$ cat src/rtl/icache_data_ram_arbiter_if.sv
// Bundle between the icache controller, the data RAM and icache_data_ram_arbiter.
// Optional perf counter signals exist only when ICACHE_DATA_ARB_PERF_EN is defined.
interface icache_data_ram_arbiter_if #(
    parameter int DATA_WIDTH = 64,
    parameter int ADDR_WIDTH = 7,
    parameter int BE_WIDTH   = DATA_WIDTH / 8
);
    logic                  flush_req_i;
    logic                  flush_busy_o;
    logic                  dbg_state;

    // Handshakes: a fetch read happens in the cycle fetch_req_i & fetch_gnt_o,
    // a refill write in the cycle refill_valid_i & refill_ready_o; grants are
    // combinational and a requester may hold or change its request at any time.
    logic                  fetch_req_i;
    logic [ADDR_WIDTH-1:0] fetch_addr_i;
    logic                  fetch_gnt_o;
    logic                  fetch_rvalid_o;
    logic [DATA_WIDTH-1:0] fetch_rdata_o;

    logic                  refill_valid_i;
    logic [ADDR_WIDTH-1:0] refill_addr_i;
    logic [DATA_WIDTH-1:0] refill_data_i;
    logic [BE_WIDTH-1:0]   refill_be_i;
    logic                  refill_ready_o;

    logic                  ram_req_o;
    logic                  ram_write_o;
    logic [ADDR_WIDTH-1:0] ram_raddr_o;
    logic [ADDR_WIDTH-1:0] ram_waddr_o;
    logic [DATA_WIDTH-1:0] ram_wdata_o;
    logic [BE_WIDTH-1:0]   ram_be_o;
    logic [DATA_WIDTH-1:0] ram_rdata_i;

`ifdef ICACHE_DATA_ARB_PERF_EN
    logic                  perf_clear_i;
    logic [31:0]           perf_fetch_stall_o;
    logic [31:0]           perf_refill_stall_o;
`endif

    modport master (
        output flush_req_i, fetch_req_i, fetch_addr_i,
        output refill_valid_i, refill_addr_i, refill_data_i, refill_be_i,
        output ram_rdata_i,
`ifdef ICACHE_DATA_ARB_PERF_EN
        output perf_clear_i,
        input  perf_fetch_stall_o, perf_refill_stall_o,
`endif
        input  flush_busy_o, dbg_state, fetch_gnt_o, fetch_rvalid_o, fetch_rdata_o,
        input  refill_ready_o,
        input  ram_req_o, ram_write_o, ram_raddr_o, ram_waddr_o, ram_wdata_o, ram_be_o
    );

    modport slave (
        input  flush_req_i, fetch_req_i, fetch_addr_i,
        input  refill_valid_i, refill_addr_i, refill_data_i, refill_be_i,
        input  ram_rdata_i,
`ifdef ICACHE_DATA_ARB_PERF_EN
        input  perf_clear_i,
        output perf_fetch_stall_o, perf_refill_stall_o,
`endif
        output flush_busy_o, dbg_state, fetch_gnt_o, fetch_rvalid_o, fetch_rdata_o,
        output refill_ready_o,
        output ram_req_o, ram_write_o, ram_raddr_o, ram_waddr_o, ram_wdata_o, ram_be_o
    );
endinterface

$ cat src/rtl/icache_data_ram_arbiter.sv
// Shares the icache data RAM between fetch reads and refill writes and sweeps it clear
// after reset/flush. Define ICACHE_DATA_ARB_PERF_EN to add the stall perf counters.
module icache_data_ram_arbiter #(
    parameter int DATA_WIDTH    = 64,
    parameter int ADDR_WIDTH    = 7,
    parameter int BE_WIDTH      = DATA_WIDTH / 8,
    parameter int MAX_WR_STREAK = 4
) (
    input logic                 clk,
    input logic                 rst,
    icache_data_ram_arbiter_if.slave bus
);
    localparam int SW = $clog2(MAX_WR_STREAK + 1);

    typedef enum logic {
        CLEAR = 1'b0,
        RUN   = 1'b1
    } state_t;

    state_t                state_q, state_d;
    logic [ADDR_WIDTH-1:0] clr_cnt_q, clr_cnt_d;
    logic [SW-1:0]         wr_streak_q, wr_streak_d;
    logic                  rvalid_q;

    logic                  starve;
    logic                  fetch_gnt;
    logic                  refill_ready;
    logic                  refill_acc;
    logic                  ram_req;
    logic                  ram_write;
    logic [ADDR_WIDTH-1:0] ram_raddr;
    logic [ADDR_WIDTH-1:0] ram_waddr;
    logic [DATA_WIDTH-1:0] ram_wdata;
    logic [BE_WIDTH-1:0]   ram_be;

    always_ff @(posedge clk or posedge rst) begin
        if (rst) begin
            state_q     <= CLEAR;
            clr_cnt_q   <= '0;
            wr_streak_q <= '0;
            rvalid_q    <= 1'b0;
        end else begin
            state_q     <= state_d;
            clr_cnt_q   <= clr_cnt_d;
            wr_streak_q <= wr_streak_d;
            rvalid_q    <= fetch_gnt;
        end
    end

    always_comb begin
        state_d      = state_q;
        clr_cnt_d    = clr_cnt_q;
        fetch_gnt    = 1'b0;
        refill_ready = 1'b0;
        ram_req      = 1'b0;
        ram_write    = 1'b0;
        ram_raddr    = '0;
        ram_waddr    = '0;
        ram_wdata    = '0;
        ram_be       = '0;
        starve       = (wr_streak_q >= SW'(MAX_WR_STREAK));

        case (state_q)
            CLEAR: begin
                ram_req   = 1'b1;
                ram_write = 1'b1;
                ram_waddr = clr_cnt_q;
                ram_be    = '1;
                clr_cnt_d = clr_cnt_q + ADDR_WIDTH'(1);
                if (&clr_cnt_q) begin
                    state_d   = RUN;
                    clr_cnt_d = '0;
                end
            end
            RUN: begin
                // Refill wins by default; a waiting fetch gets through once starved.
                refill_ready = ~(bus.fetch_req_i & starve);
                fetch_gnt    = bus.fetch_req_i & (~bus.refill_valid_i | starve);
                if (fetch_gnt) begin
                    ram_req   = 1'b1;
                    ram_raddr = bus.fetch_addr_i;
                end else if (bus.refill_valid_i & refill_ready) begin
                    ram_req   = 1'b1;
                    ram_write = 1'b1;
                    ram_waddr = bus.refill_addr_i;
                    ram_wdata = bus.refill_data_i;
                    ram_be    = bus.refill_be_i;
                end
                if (bus.flush_req_i) state_d = CLEAR;
            end
            default: state_d = CLEAR;
        endcase

        refill_acc = bus.refill_valid_i & refill_ready;

        if (fetch_gnt || !bus.fetch_req_i) wr_streak_d = '0;
        else if (refill_acc && !starve)    wr_streak_d = wr_streak_q + SW'(1);
        else                               wr_streak_d = wr_streak_q;
    end

    assign bus.flush_busy_o   = (state_q == CLEAR);
    assign bus.dbg_state      = state_q;
    assign bus.fetch_gnt_o    = fetch_gnt;
    assign bus.refill_ready_o = refill_ready;
    assign bus.fetch_rvalid_o = rvalid_q;
    assign bus.fetch_rdata_o  = rvalid_q ? bus.ram_rdata_i : '0;
    assign bus.ram_req_o      = ram_req;
    assign bus.ram_write_o    = ram_write;
    assign bus.ram_raddr_o    = ram_raddr;
    assign bus.ram_waddr_o    = ram_waddr;
    assign bus.ram_wdata_o    = ram_wdata;
    assign bus.ram_be_o       = ram_be;

`ifdef ICACHE_DATA_ARB_PERF_EN
    logic [31:0] perf_fetch_q, perf_refill_q;

    always_ff @(posedge clk or posedge rst) begin
        if (rst) begin
            perf_fetch_q  <= '0;
            perf_refill_q <= '0;
        end else if (bus.perf_clear_i) begin
            perf_fetch_q  <= '0;
            perf_refill_q <= '0;
        end else begin
            if (bus.fetch_req_i && !fetch_gnt && (perf_fetch_q != '1))
                perf_fetch_q <= perf_fetch_q + 32'd1;
            if (bus.refill_valid_i && !refill_ready && (perf_refill_q != '1))
                perf_refill_q <= perf_refill_q + 32'd1;
        end
    end

    assign bus.perf_fetch_stall_o  = perf_fetch_q;
    assign bus.perf_refill_stall_o = perf_refill_q;
`endif
endmodule

$ cat src/flat_wrapper.sv
// flat-port wrapper written by rule: the top's interface ports become plain ports
module icache_data_ram_arbiter_flat 
#(
    parameter int DATA_WIDTH    = 64,
    parameter int ADDR_WIDTH    = 7,
    parameter int BE_WIDTH      = DATA_WIDTH / 8,
    parameter int MAX_WR_STREAK = 4
)
  (clk, rst, bus_flush_req_i, bus_fetch_req_i, bus_fetch_addr_i, bus_refill_valid_i, bus_refill_addr_i, bus_refill_data_i, bus_refill_be_i, bus_ram_rdata_i, bus_flush_busy_o, bus_dbg_state, bus_fetch_gnt_o, bus_fetch_rvalid_o, bus_fetch_rdata_o, bus_refill_ready_o, bus_ram_req_o, bus_ram_write_o, bus_ram_raddr_o, bus_ram_waddr_o, bus_ram_wdata_o, bus_ram_be_o);
  icache_data_ram_arbiter_if #(.DATA_WIDTH(DATA_WIDTH), .ADDR_WIDTH(ADDR_WIDTH), .BE_WIDTH(BE_WIDTH)) bus_i ();
  input logic clk;
  input logic rst;
  input wire logic [$bits(bus_i.flush_req_i)-1:0] bus_flush_req_i;
  input wire logic [$bits(bus_i.fetch_req_i)-1:0] bus_fetch_req_i;
  input wire logic [$bits(bus_i.fetch_addr_i)-1:0] bus_fetch_addr_i;
  input wire logic [$bits(bus_i.refill_valid_i)-1:0] bus_refill_valid_i;
  input wire logic [$bits(bus_i.refill_addr_i)-1:0] bus_refill_addr_i;
  input wire logic [$bits(bus_i.refill_data_i)-1:0] bus_refill_data_i;
  input wire logic [$bits(bus_i.refill_be_i)-1:0] bus_refill_be_i;
  input wire logic [$bits(bus_i.ram_rdata_i)-1:0] bus_ram_rdata_i;
  output wire logic [$bits(bus_i.flush_busy_o)-1:0] bus_flush_busy_o;
  output wire logic [$bits(bus_i.dbg_state)-1:0] bus_dbg_state;
  output wire logic [$bits(bus_i.fetch_gnt_o)-1:0] bus_fetch_gnt_o;
  output wire logic [$bits(bus_i.fetch_rvalid_o)-1:0] bus_fetch_rvalid_o;
  output wire logic [$bits(bus_i.fetch_rdata_o)-1:0] bus_fetch_rdata_o;
  output wire logic [$bits(bus_i.refill_ready_o)-1:0] bus_refill_ready_o;
  output wire logic [$bits(bus_i.ram_req_o)-1:0] bus_ram_req_o;
  output wire logic [$bits(bus_i.ram_write_o)-1:0] bus_ram_write_o;
  output wire logic [$bits(bus_i.ram_raddr_o)-1:0] bus_ram_raddr_o;
  output wire logic [$bits(bus_i.ram_waddr_o)-1:0] bus_ram_waddr_o;
  output wire logic [$bits(bus_i.ram_wdata_o)-1:0] bus_ram_wdata_o;
  output wire logic [$bits(bus_i.ram_be_o)-1:0] bus_ram_be_o;
  assign bus_i.flush_req_i = bus_flush_req_i;
  assign bus_i.fetch_req_i = bus_fetch_req_i;
  assign bus_i.fetch_addr_i = bus_fetch_addr_i;
  assign bus_i.refill_valid_i = bus_refill_valid_i;
  assign bus_i.refill_addr_i = bus_refill_addr_i;
  assign bus_i.refill_data_i = bus_refill_data_i;
  assign bus_i.refill_be_i = bus_refill_be_i;
  assign bus_i.ram_rdata_i = bus_ram_rdata_i;
  assign bus_flush_busy_o = bus_i.flush_busy_o;
  assign bus_dbg_state = bus_i.dbg_state;
  assign bus_fetch_gnt_o = bus_i.fetch_gnt_o;
  assign bus_fetch_rvalid_o = bus_i.fetch_rvalid_o;
  assign bus_fetch_rdata_o = bus_i.fetch_rdata_o;
  assign bus_refill_ready_o = bus_i.refill_ready_o;
  assign bus_ram_req_o = bus_i.ram_req_o;
  assign bus_ram_write_o = bus_i.ram_write_o;
  assign bus_ram_raddr_o = bus_i.ram_raddr_o;
  assign bus_ram_waddr_o = bus_i.ram_waddr_o;
  assign bus_ram_wdata_o = bus_i.ram_wdata_o;
  assign bus_ram_be_o = bus_i.ram_be_o;
  icache_data_ram_arbiter #(.DATA_WIDTH(DATA_WIDTH), .ADDR_WIDTH(ADDR_WIDTH), .BE_WIDTH(BE_WIDTH), .MAX_WR_STREAK(MAX_WR_STREAK)) u_core (.clk(clk), .rst(rst), .bus(bus_i));
endmodule
$ cat config.mk
export PLATFORM = sky130hd
export DESIGN_NAME = icache_data_ram_arbiter_flat
export DESIGN_NICKNAME = d
export VERILOG_FILES = /design/src/rtl/icache_data_ram_arbiter_if.sv /design/src/rtl/icache_data_ram_arbiter.sv /design/src/flat_wrapper.sv
export SDC_FILE = /design/constraint.sdc
export NUM_CORES = 1
export LEC_CHECK = 0
export BUFFER_PORTS_ARGS = -buffer_cell sky130_fd_sc_hd__buf_2
export CAP_MARGIN = 20
export CORE_AREA = 2 2 119 121
export DETAILED_ROUTE_END_ITERATION = 10
export DIE_AREA = 0 0 121 123
export HOLD_SLACK_MARGIN = 0.03
export PLACE_DENSITY_LB_ADDON = 0.08
export SLEW_MARGIN = 20
export SYNTH_ARGS = -nofsm -noshare
export SYNTH_HDL_FRONTEND = slang
export SYNTH_SLANG_ARGS = --single-unit
$ cat constraint.sdc
create_clock -name clk -period 2.6 [get_ports clk]
set_clock_uncertainty 0.05 [all_clocks]
set_input_delay 0.52 -clock clk [delete_from_list [all_inputs] [get_ports clk]]
set_output_delay 0.52 -clock clk [all_outputs]
set_load 0.05 [all_outputs]
# Word level (Yosys, flattened, before mapping)
# Index checks and enable logic that the tools add are counted.
[word_totals] ff_bits=12 in_bits=155 output_inout_bits=157
[classes] n_addsub=2 order_cmp=1 mux=25 bitwise_logic=8 reduce_logical=6
[ops] cell="64-bit 2-to-1 mux" count=4
[ops] cell="7-bit 2-to-1 mux" count=5
[ops] cell="8-bit 2-to-1 mux" count=2
[ops] cell="8-bit case mux with 2 select lines" count=1
[ops] cell="7-bit case mux with 2 select lines" count=1
[ops] cell="7-bit by 1-bit adder with 7-bit output, second input constant" count=1
[ops] cell="1-bit 2-to-1 mux" count=7
[ops] cell="7-bit AND reduction" count=1
[ops] cell="3-bit 2-to-1 mux" count=2
[ops] cell="1-bit case mux with 2 select lines" count=3
[ops] cell="1-bit AND" count=4
[ops] cell="3-bit by 1-bit adder with 3-bit output, second input constant" count=1
[ops] cell="3-bit greater-or-equal comparator, second input constant" count=1
[ops] cell="1-bit inverter" count=3
[ops] cell="1-bit zero test" count=2
[ops] cell="2-bit nonzero test" count=1
[ops] cell="1-bit logical AND" count=1
[ops] cell="1-bit logical OR" count=1
[ops] cell="1-bit bitwise OR" count=1

# Depth between registers and ports, before layout
# Gate-level depths: netlist of the first run.
[logic_depth] depth_word=8 depth_mapped=5

# Least setup slack after synthesis of the first run
# OpenSTA, ideal clock, no wires.
[synth_timing] kind="register to output" start="register u_core.state_q (netlist: u_core.bus.dbg_state)" end="output bus_ram_raddr_o[0]" arrival_ps=2230 path_slack_ps=-200 stages_incl_launch_ff=5 cell_sequence="dfrtp_1 buf_6 nand2_1 nor2_1 and2_1"
[synth_via] elab_chain_len=1
[synth_rtl] item="start: declaration" line="icache_data_ram_arbiter.sv:20" source="state_t state_q, state_d;"
[synth_rtl] item="start signal: assignment" line="icache_data_ram_arbiter.sv:43" source="state_q <= state_d;"
[synth_rtl] item="7-bit 2-to-1 mux" line="icache_data_ram_arbiter.sv:63" source="case (state_q)"
[synth_rtl] item="end: declaration" line="flat_wrapper.sv:29" source="output wire logic [$bits(bus_i.ram_raddr_o)-1:0] bus_ram_raddr_o;"
# Every way passes these cells.

# Worst setup path in the final report of the first run
[layout_timing] start="register u_core.state_q (netlist: u_core.bus.dbg_state)" end="output bus_ram_be_o[5]"
[layout_via] elab_chain_len=2
[layout_rtl] item="1-bit inverter" line="icache_data_ram_arbiter.sv:63"
[layout_rtl] item="8-bit case mux with 2 select lines *" line="icache_data_ram_arbiter.sv:63"
[layout_rtl] item="end: declaration" line="flat_wrapper.sv:32" source="output wire logic [$bits(bus_i.ram_be_o)-1:0] bus_ram_be_o;"
# Every way passes the cells marked *; elsewhere a longest branch is shown, timed or not.

==> results of run 1 <==
==> critical path, delay by kind of cell, from the launching register on <==
family	cells	cell delay, ns
AOI/OAI and AO/OA	2	0.46
buffers and inverters	3	0.60
DFF	1	0.34
==> metal layers <==
layer	vias to the layer above	GRT usage
met5	-	0
met4	0	0.0138
met3	9	0.0258
met2	149	0.256
met1	1237	0.125
li1	1387	-
==> logic make-up after synthesis <==
group / Yosys count
multiplexers: 1
AND/OR/NAND/NOR: 156
flip-flops: 12
XOR/XNOR: 5
buffers and inverters: 39
adder cells (fa/ha/maj): 3
AO/OA/AOI/OAI: 24
==> synth_stat cells, drive strengths merged <==
| cell type | instances | area, sq um |
|---|---|---|
| a21boi | 3 | 22.5 |
| a21o | 1 | 7.51 |
| a21oi | 10 | 53.8 |
| a22o | 7 | 61.3 |
| a41o | 1 | 10.0 |
| and2 | 72 | 450 |
| and3 | 65 | 407 |
| and4 | 1 | 11.3 |
| and4b | 1 | 10.0 |
| buf | 11 | 63.8 |
| clkbuf | 14 | 52.6 |
| dfrtp | 12 | 300 |
| ha | 3 | 37.5 |
| inv | 14 | 52.6 |
| mux2 | 1 | 11.3 |
| nand2 | 5 | 18.8 |
| nand3 | 4 | 20.0 |
| nand4b | 1 | 8.76 |
| nor2 | 4 | 15.0 |
| nor2b | 2 | 12.5 |
| o21a | 1 | 7.51 |
| o21bai | 1 | 18.8 |
| or3 | 1 | 6.26 |
| xnor2 | 3 | 26.3 |
| xor2 | 2 | 17.5 |
==> final cells by class <==
cell class	count	area, sq um	area share
multi-input cells	189	1250	0.354
flip-flops and latches	12	300	0.0852
inverters	14	52.6	0.0149
repair buffers	316	1610	0.456
diodes	1	2.50	0.000710
clock buffers	4	88.8	0.0252
well taps	180	225	0.0639
==> per-stage QoR <==
stage,std cells,instance area (sq um)
2_1_floorplan,240,1710
3_3_place_gp,711,3430
3_5_place_dp,711,3430
4_1_cts,715,3520
5_1_grt,716,3520
6_report,716,3520
==> state kept, by name, summed over array words and instances, names as in the netlist <==
name                       count
u_core.bus.dbg_state           1
u_core.bus.fetch_rvalid_o      1
u_core.clr_cnt_q               7
u_core.wr_streak_q             3
==> power by group through the flow <==
| stage | registers [mW] | clock network, mW | logic, mW |
|---|---|---|---|
| after floorplan | 0.286 | 0 | 0.417 |
| after global placement | 0.307 | 0 | 0.605 |
| after detailed placement | 0.309 | 0 | 0.610 |
| after CTS | 0.306 | 0.327 | 0.612 |
| after global routing | 0.314 | 0.337 | 0.649 |
| final | 0.305 | 0.315 | 0.605 |
==> worst max-delay path by stage <==
stage | slack [ns] | start | end | cells after the start
3_5_place_dp | 0.37 | bus_fetch_req_i | bus_ram_waddr_o[6] | 5
2_1_floorplan | 0.11 | u_core.bus.dbg_state | bus_ram_raddr_o[0] | 4
3_3_place_gp | 0.40 | bus_fetch_req_i | bus_ram_waddr_o[3] | 5
6_report | 0.40 | u_core.bus.dbg_state | bus_ram_be_o[5] | 5
4_1_cts | 0.33 | u_core.bus.dbg_state | bus_ram_be_o[7] | 5
5_1_grt | 0.21 | u_core.bus.dbg_state | bus_ram_raddr_o[2] | 5
==> results.txt, run 1 <==
Max incr delay on CP: 0.38 ns
Clock power share: 0.257
Final ANT Viol Nets: 0
DP HPWL: 9010 um
Layout Nets: 694
RSZ-0062 raised after global routing: no
R2R Setup Slk: 1.17 ns
Synthesized netlist cell count: 240
Post-synthesis simple-gate area fraction: 0.564
# IOs: 312
Setup TNS: 0 ns
Number of global-route vias before repair: 2504
CTS Hold Buffers Added: 0
DR iter-0 viols: 96
Gate power share: 0.494
Per-cell routed wire length: 14.7 um
Routed Wire Length: 10500 um
Clk_lat worst skew: 0.24 ns
Synthesis-to-layout area growth: 107%
Post-synthesis adder-cell area fraction: 0.0220
Critical-path cell list: buf_4, inv_1, a21oi_2, a21oi_1, buf_2
Mux share of post-synthesis cell area: 0.00661
Global-route wire length before repair: 13900 um
P_leak: 2.47 nW
Switch share: 0.422
Worst r2r dst: u_core.bus.dbg_state
Psw: 0.517 mW
Highest metal used: met4
Sequential share of power: 0.249
Post-Syn Nets: 398
Pint: 0.707 mW
DRT met1 WL: 3560 um
Commonest non-fill, non-tap cell in the layout: buf_2
Cell Pwr Density: 348 nW/um^2
Crit Path Class: reg -> out
PnR worst setup slack: 0.396 ns
Rows: 43
Met2 WL: 5980 um
Most frequent cells in the layout: buf_2 (311), and2_1 (72), and3_1 (65)
First-pass detailed-route iteration total: 4
Initial antenna violation count: 2
Outcome: finished clean
CP required: 2.03 ns
Post-DR vias/cell: 3.89
Pre-CTS WS: 0.374 ns
Clock transition time at the flip-flop clock pins of the worst setup and hold paths: 0.04 ns
WL met3: 874 um
Chip width: 121 um
Seq cells post-synth: 12
Crit end category: output port
Gr usage total: 0.122
Arr. time, crit path: 1.63 ns
Largest net degree at the start of global routing: 66
Congestion Overflow GR: 0
H-tree depth: 1
Largest family of logic cells by synthesized area: simple AND/OR/NAND/NOR gates
Die area: 14900 sq um
Clock tree buffer depth: 2
Post-layout min period: 2.20 ns
Sink Count: 12
Sequential share of the synthesized area: 0.176
Initial core utilization: 0.125
Yosys warns: 0
Cts repair resizes: 0
Ratio of cells with drive above 1 in the final layout: 0.609
Clk root buf: clkbuf_16
CTS tree: yes
Fill cells: 1551
Final hold vios: 0
Post-synthesis xor/xnor area fraction: 0.0257
Max_slew headroom: 0.665
Setup Buffers After CTS: 0
Die Y: 123 um
Max Freq: 0.454 GHz
Slowest-stage cell, CP: a21oi_2
Core region area: 13600 sq um
CTS buffer count: 3
WHS: 0.247 ns
Synthesized area per cell: 7.10 sq um
Startpoint Class: register
Synth Cell Area: 1700 sq um
Drt drc: 0
Worst r2r path cells: 4
Fin util: 0.259
Worst slew pin tran: 0.502 ns
Hold Path Class: in -> async
Port Buffers: 311
Complex-gate fraction of the synthesized area: 0.107
RePlAce Congestion: 0.760
Slew Viols, Final: 0
Final Cycle Share: 0.848
Worst-path maximum fanout: 20
Vias: 2782
Total power: 1.22 mW
R2R Path Start: u_core.bus.dbg_state
Max Cap Viol: 0
Setup violations, final: 0
Synth cell types: 29
Maximum vdd drop: 0.359 mV
(Power assumes the default switching activity.)
==> run 2, diff against run 1 <==
- CORE_AREA: 2 2 119 121 -> 2 2 120 122
- DIE_AREA: 0 0 121 123 -> 0 0 122 124
- clock period: 2.6 -> 1.95 ns (I/O delays scaled with it)
==> results.txt, run 2 (synthesis results as in run 1) <==
Outcome: finished with violations
Initial core utilization: 0.124
Layout Nets: 706
Clk_lat worst skew: 0.24 ns
Largest net degree at the start of global routing: 66
Worst slew pin tran: 0.517 ns
Core region area: 13700 sq um
Max_slew headroom: 0.655
CP most frequent cell: buf_6
Drt drc: 0
Worst-path maximum fanout: 17
Clock transition time at the flip-flop clock pins of the worst setup and hold paths: 0.04 ns
Gr usage total: 0.117
DP HPWL: 8610 um
Chip width: 122 um
Cell Pwr Density: 410 nW/um^2
Port Buffers: 311
P_leak: 2.66 nW
Crit Path Class: reg -> out
Synthesis-to-layout area growth: 171%
RePlAce Congestion: 0.713
Hold Path Class: in -> async
Initial antenna violation count: 0
CTS buffer count: 3
Clk root buf: clkbuf_16
Failing checks: negative setup slack
Slowest-stage cell, CP: dfrtp_2
CTS Hold Buffers Added: 0
Routed Wire Length: 11000 um
Slew Viols, Final: 0
Max Cap Viol: 0
CTS tree: yes
Sink Count: 12
Die Y: 124 um
CP required: 1.51 ns
RSZ-0062 raised after global routing: yes
Final hold vios: 0
Startpoint Class: register
Post-layout min period: 1.96 ns
Commonest non-fill, non-tap cell in the layout: buf_2
Congestion Overflow GR: 0
Per-cell routed wire length: 15.1 um
Most flop-heavy register: u_core.clr_cnt_q
Clock tree buffer depth: 2
Number of global-route vias before repair: 2494
Post-DR vias/cell: 3.93
Ratio of cells with drive above 1 in the final layout: 0.868
H-tree depth: 1
First-pass detailed-route iteration total: 4
DR iter-0 viols: 67
Vias: 2856
Crit end category: output port
Area of placed instances: 3660 sq um
Most frequent cells in the layout: buf_2 (229), and2_2 (66), buf_6 (54)
Setup violations, final: 19
Critical-path cell list: a21boi_4, buf_6, buf_12, and3_2, buf_6
# IOs: 312
Arr. time, crit path: 1.52 ns
Cell area after layout: 4620 sq um
Total power: 1.89 mW
Max incr delay on CP: 0.43 ns
# diodes: 0
Max Freq: 0.510 GHz
Biggest regs: u_core.clr_cnt_q x7, u_core.wr_streak_q x3
Final ANT Viol Nets: 0
Max reg flops: 7
Global-route wire length before repair: 13700 um
Maximum vdd drop: 0.630 mV
PnR worst setup slack: -0.0101 ns
Die area: 15100 sq um
Final Cycle Share: 1.01
Rows: 43
-- run 2: cell types whose count changed in the layout (fill, tap and decap cells not counted), sizes merged --
cell / change
diode: -1
buf: +10
clkbuf: +2
-- run 2: final cells by class --
cell class                 count  area, sq um
tap                          180          225
sequential                    12          303
multi-input combinational    189         1560
timing repair buffer         328         2390
fill                        1466         9100
clock buffer                   4         88.8
inverter                      14         52.6
-- run 2: power breakdown --
group	switching, mW	internal (mW)
registers	0.0963	0.317
clock network	0.113	0.310
logic	0.527	0.530
-- run 2: through the flow --
stage	hold slack (ns)	setup WS (ns)	std cells	setup TNS, ns	utilization
floorplan	0.205	-0.119	240	-1.07	-
global placement	0.399	0.0791	716	0	0.267
detailed placement	0.401	0.0106	716	0	0.267
CTS	0.140	-0.0176	720	-0.0476	0.304
global route	0.178	-0.0628	727	-2.14	0.337
finish	0.125	-0.0101	727	-0.0747	0.337
-- run 2: path summary, 6_finish.rpt --
path	start	endpoint	slack [ns]	cells past startpoint
max in group asynchronous	rst	u_core.wr_streak_q[2]	1.35	2
worst max register to register	u_core.bus.dbg_state	u_core.bus.dbg_state	0.55	4
worst min register to register	u_core.clr_cnt_q[2]	u_core.clr_cnt_q[2]	0.46	1
min in group clk	bus_flush_req_i	u_core.bus.dbg_state	0.29	2
worst max-delay path	u_core.wr_streak_q[2]	bus_ram_wdata_o[15]	-0.01	5
worst min-delay path	rst	u_core.bus.fetch_rvalid_o	0.12	2
-- run 2: critical path: cells and delay by family (launching register included) --
family	cells	cell delay [ns]
compound gates	1	0.18
simple gates	1	0.20
flops	1	0.43
buf+inv	3	0.46
-- run 2: what timing repair did --
action,CTS,global route
gates resized for setup,138,91
endpoints found under the setup margin,88,88
pin swaps,0,20
buffers inserted,0,3
cloned,0,5
-- run 2: metal layers --
metal,part of all wire,track usage
met1,0.36,0.129
met2,0.56,0.234
met3,0.076,0.0234
met4,0.0057,0.0144
met5,0,0
==> run 3, diff against run 2 <==
- PLACE_DENSITY: not set -> 0.54
- PLACE_DENSITY_LB_ADDON: 0.08 -> not set
==> results.txt, run 3 (synthesis results as in run 1) <==
Fill cells: 1453
Max reg flops: 7
Die Y: 124 um
Rows: 43
Post-DR vias/cell: 3.94
Startpoint Class: register
Hold Path Class: in -> async
Met1 usage: 0.131
DR iter-0 viols: 71
P_leak: 2.64 nW
H-tree depth: 1
RSZ-0062 raised after global routing: yes
WHS: 0.121 ns
Crit Path Class: reg -> out
Switch share: 0.415
Most frequent cells in the layout: buf_2 (225), buf_6 (67), and2_2 (66)
Initial antenna violation count: 0
Gr usage total: 0.105
CP delay by family, top: buffers and inverters
Clock transition time at the flip-flop clock pins of the worst setup and hold paths: 0.05 ns
Drt drc: 0
Global-route wire length before repair: 12800 um
# IOs: 312
CP most frequent cell: buf_6
Synthesis-to-layout area growth: 159%
Pre-CTS WS: 0.0142 ns
Clock tree buffer depth: 2
Gate power share: 0.533
Setup violations, final: 0
Global routing's busiest layer: met2
Largest net degree at the start of global routing: 66
CP required: 1.51 ns
Slew Viols, Final: 0
Post-layout min period: 1.94 ns
Commonest non-fill, non-tap cell in the layout: buf_2
# diodes: 0
Sequential share of power: 0.238
Worst slew pin tran: 0.506 ns
Outcome: finished clean
Arr. time, crit path: 1.50 ns
Routed Wire Length: 10300 um
Final Cycle Share: 0.994
M2 GR Usage: 0.200
Die area: 15100 sq um
Chip width: 122 um
Clk root buf: clkbuf_16
Pint: 0.988 mW
First-pass detailed-route iteration total: 4
Maximum vdd drop: 0.349 mV
Slowest-stage cell, CP: dfrtp_1
Clock power share: 0.229
Final hold vios: 0
Ratio of cells with drive above 1 in the final layout: 0.868
Most flop-heavy register: u_core.clr_cnt_q
PnR worst setup slack: 0.0108 ns
Biggest regs: u_core.clr_cnt_q x7, u_core.wr_streak_q x3
Worst-path maximum fanout: 16
Crit end category: output port
CTS buffer count: 3
CTS tree: yes
Max Freq: 0.516 GHz
Sink Count: 12
Port Buffers: 311
CTS Hold Buffers Added: 0
Grt met3 use: 0.00733
Buf/Inv on CP: 3
Clk_lat worst skew: 0.24 ns
Congestion Overflow GR: 0
Initial core utilization: 0.124
Per-cell routed wire length: 14.2 um
Cell Pwr Density: 383 nW/um^2
Critical-path cell list: a21boi_4, buf_6, clkbuf_16, and3_2, buf_6
Final ANT Viol Nets: 0
Layout Nets: 705
Max incr delay on CP: 0.41 ns
Number of global-route vias before repair: 2498
Vias: 2858
Psw: 0.701 mW
Core region area: 13700 sq um
DP HPWL: 7570 um
Max Cap Viol: 0
RePlAce Congestion: 0.777
Max_slew headroom: 0.662
run 3: cell types whose count changed in the layout (fill, tap and decap cells not counted), sizes merged:
cell    change
buf         -4
nor2        +1
clkbuf      +2
run 3: final timing paths:
kind | start | end | slack (ns) | cells past startpoint
worst min register to register | u_core.clr_cnt_q[2] | u_core.clr_cnt_q[2] | 0.45 | 1
worst max-delay path | u_core.wr_streak_q[2] | bus_ram_wdata_o[31] | 0.01 | 5
worst min-delay path | rst | u_core.clr_cnt_q[4] | 0.12 | 2
worst max register to register | u_core.bus.dbg_state | u_core.bus.dbg_state | 0.51 | 4
max in group asynchronous | rst | u_core.bus.dbg_state | 1.36 | 2
min in group clk | bus_flush_req_i | u_core.bus.dbg_state | 0.30 | 2
run 3: cell type report:
type                            count  area, sq um  area share
Timing Repair Buffer              326         2290       0.520
Multi-Input combinational cell    190         1460       0.330
Sequential cell                    12          302      0.0684
Tap cell                          180          225      0.0511
Clock buffer                        4         78.8      0.0179
Inverter                           14         52.6      0.0119
run 3: what timing repair did:
item                                    in CTS  in global routing
resized for setup                           78                112
pin swaps                                    0                  2
cloned                                       1                  4
buffers inserted                             3                  0
endpoints found under the setup margin      73                 85
run 3: per-layer routing:
| layer | wire (um) | share of wire | vias up |
|---|---|---|---|
| li1 | - | - | 1410 |
| met1 | 4050 | 0.39 | 1284 |
| met2 | 5430 | 0.53 | 160 |
| met3 | 737 | 0.072 | 4 |
| met4 | 55 | 0.0054 | 0 |
| met5 | 0 | 0 | - |
run 3: stage by stage:
stage	util	instance area (sq um)	power, mW	std cells	setup TNS (ns)
final	0.321	4410	1.69	726	0
after floorplan	-	1880	0.954	240	-1.07
after global placement	0.267	3660	1.23	714	0
after CTS	0.291	3990	1.67	722	0
after global routing	0.321	4410	1.77	726	-0.984
after detailed placement	0.267	3660	1.23	714	0
run 3: power groups by stage:
stage / clock network [mW] / logic (mW) / registers [mW]
after CTS: 0.396 / 0.875 / 0.401
after global routing: 0.408 / 0.952 / 0.412
final: 0.388 / 0.900 / 0.402
after detailed placement: 0 / 0.825 / 0.406
after floorplan: 0 / 0.574 / 0.381
after global placement: 0 / 0.820 / 0.406
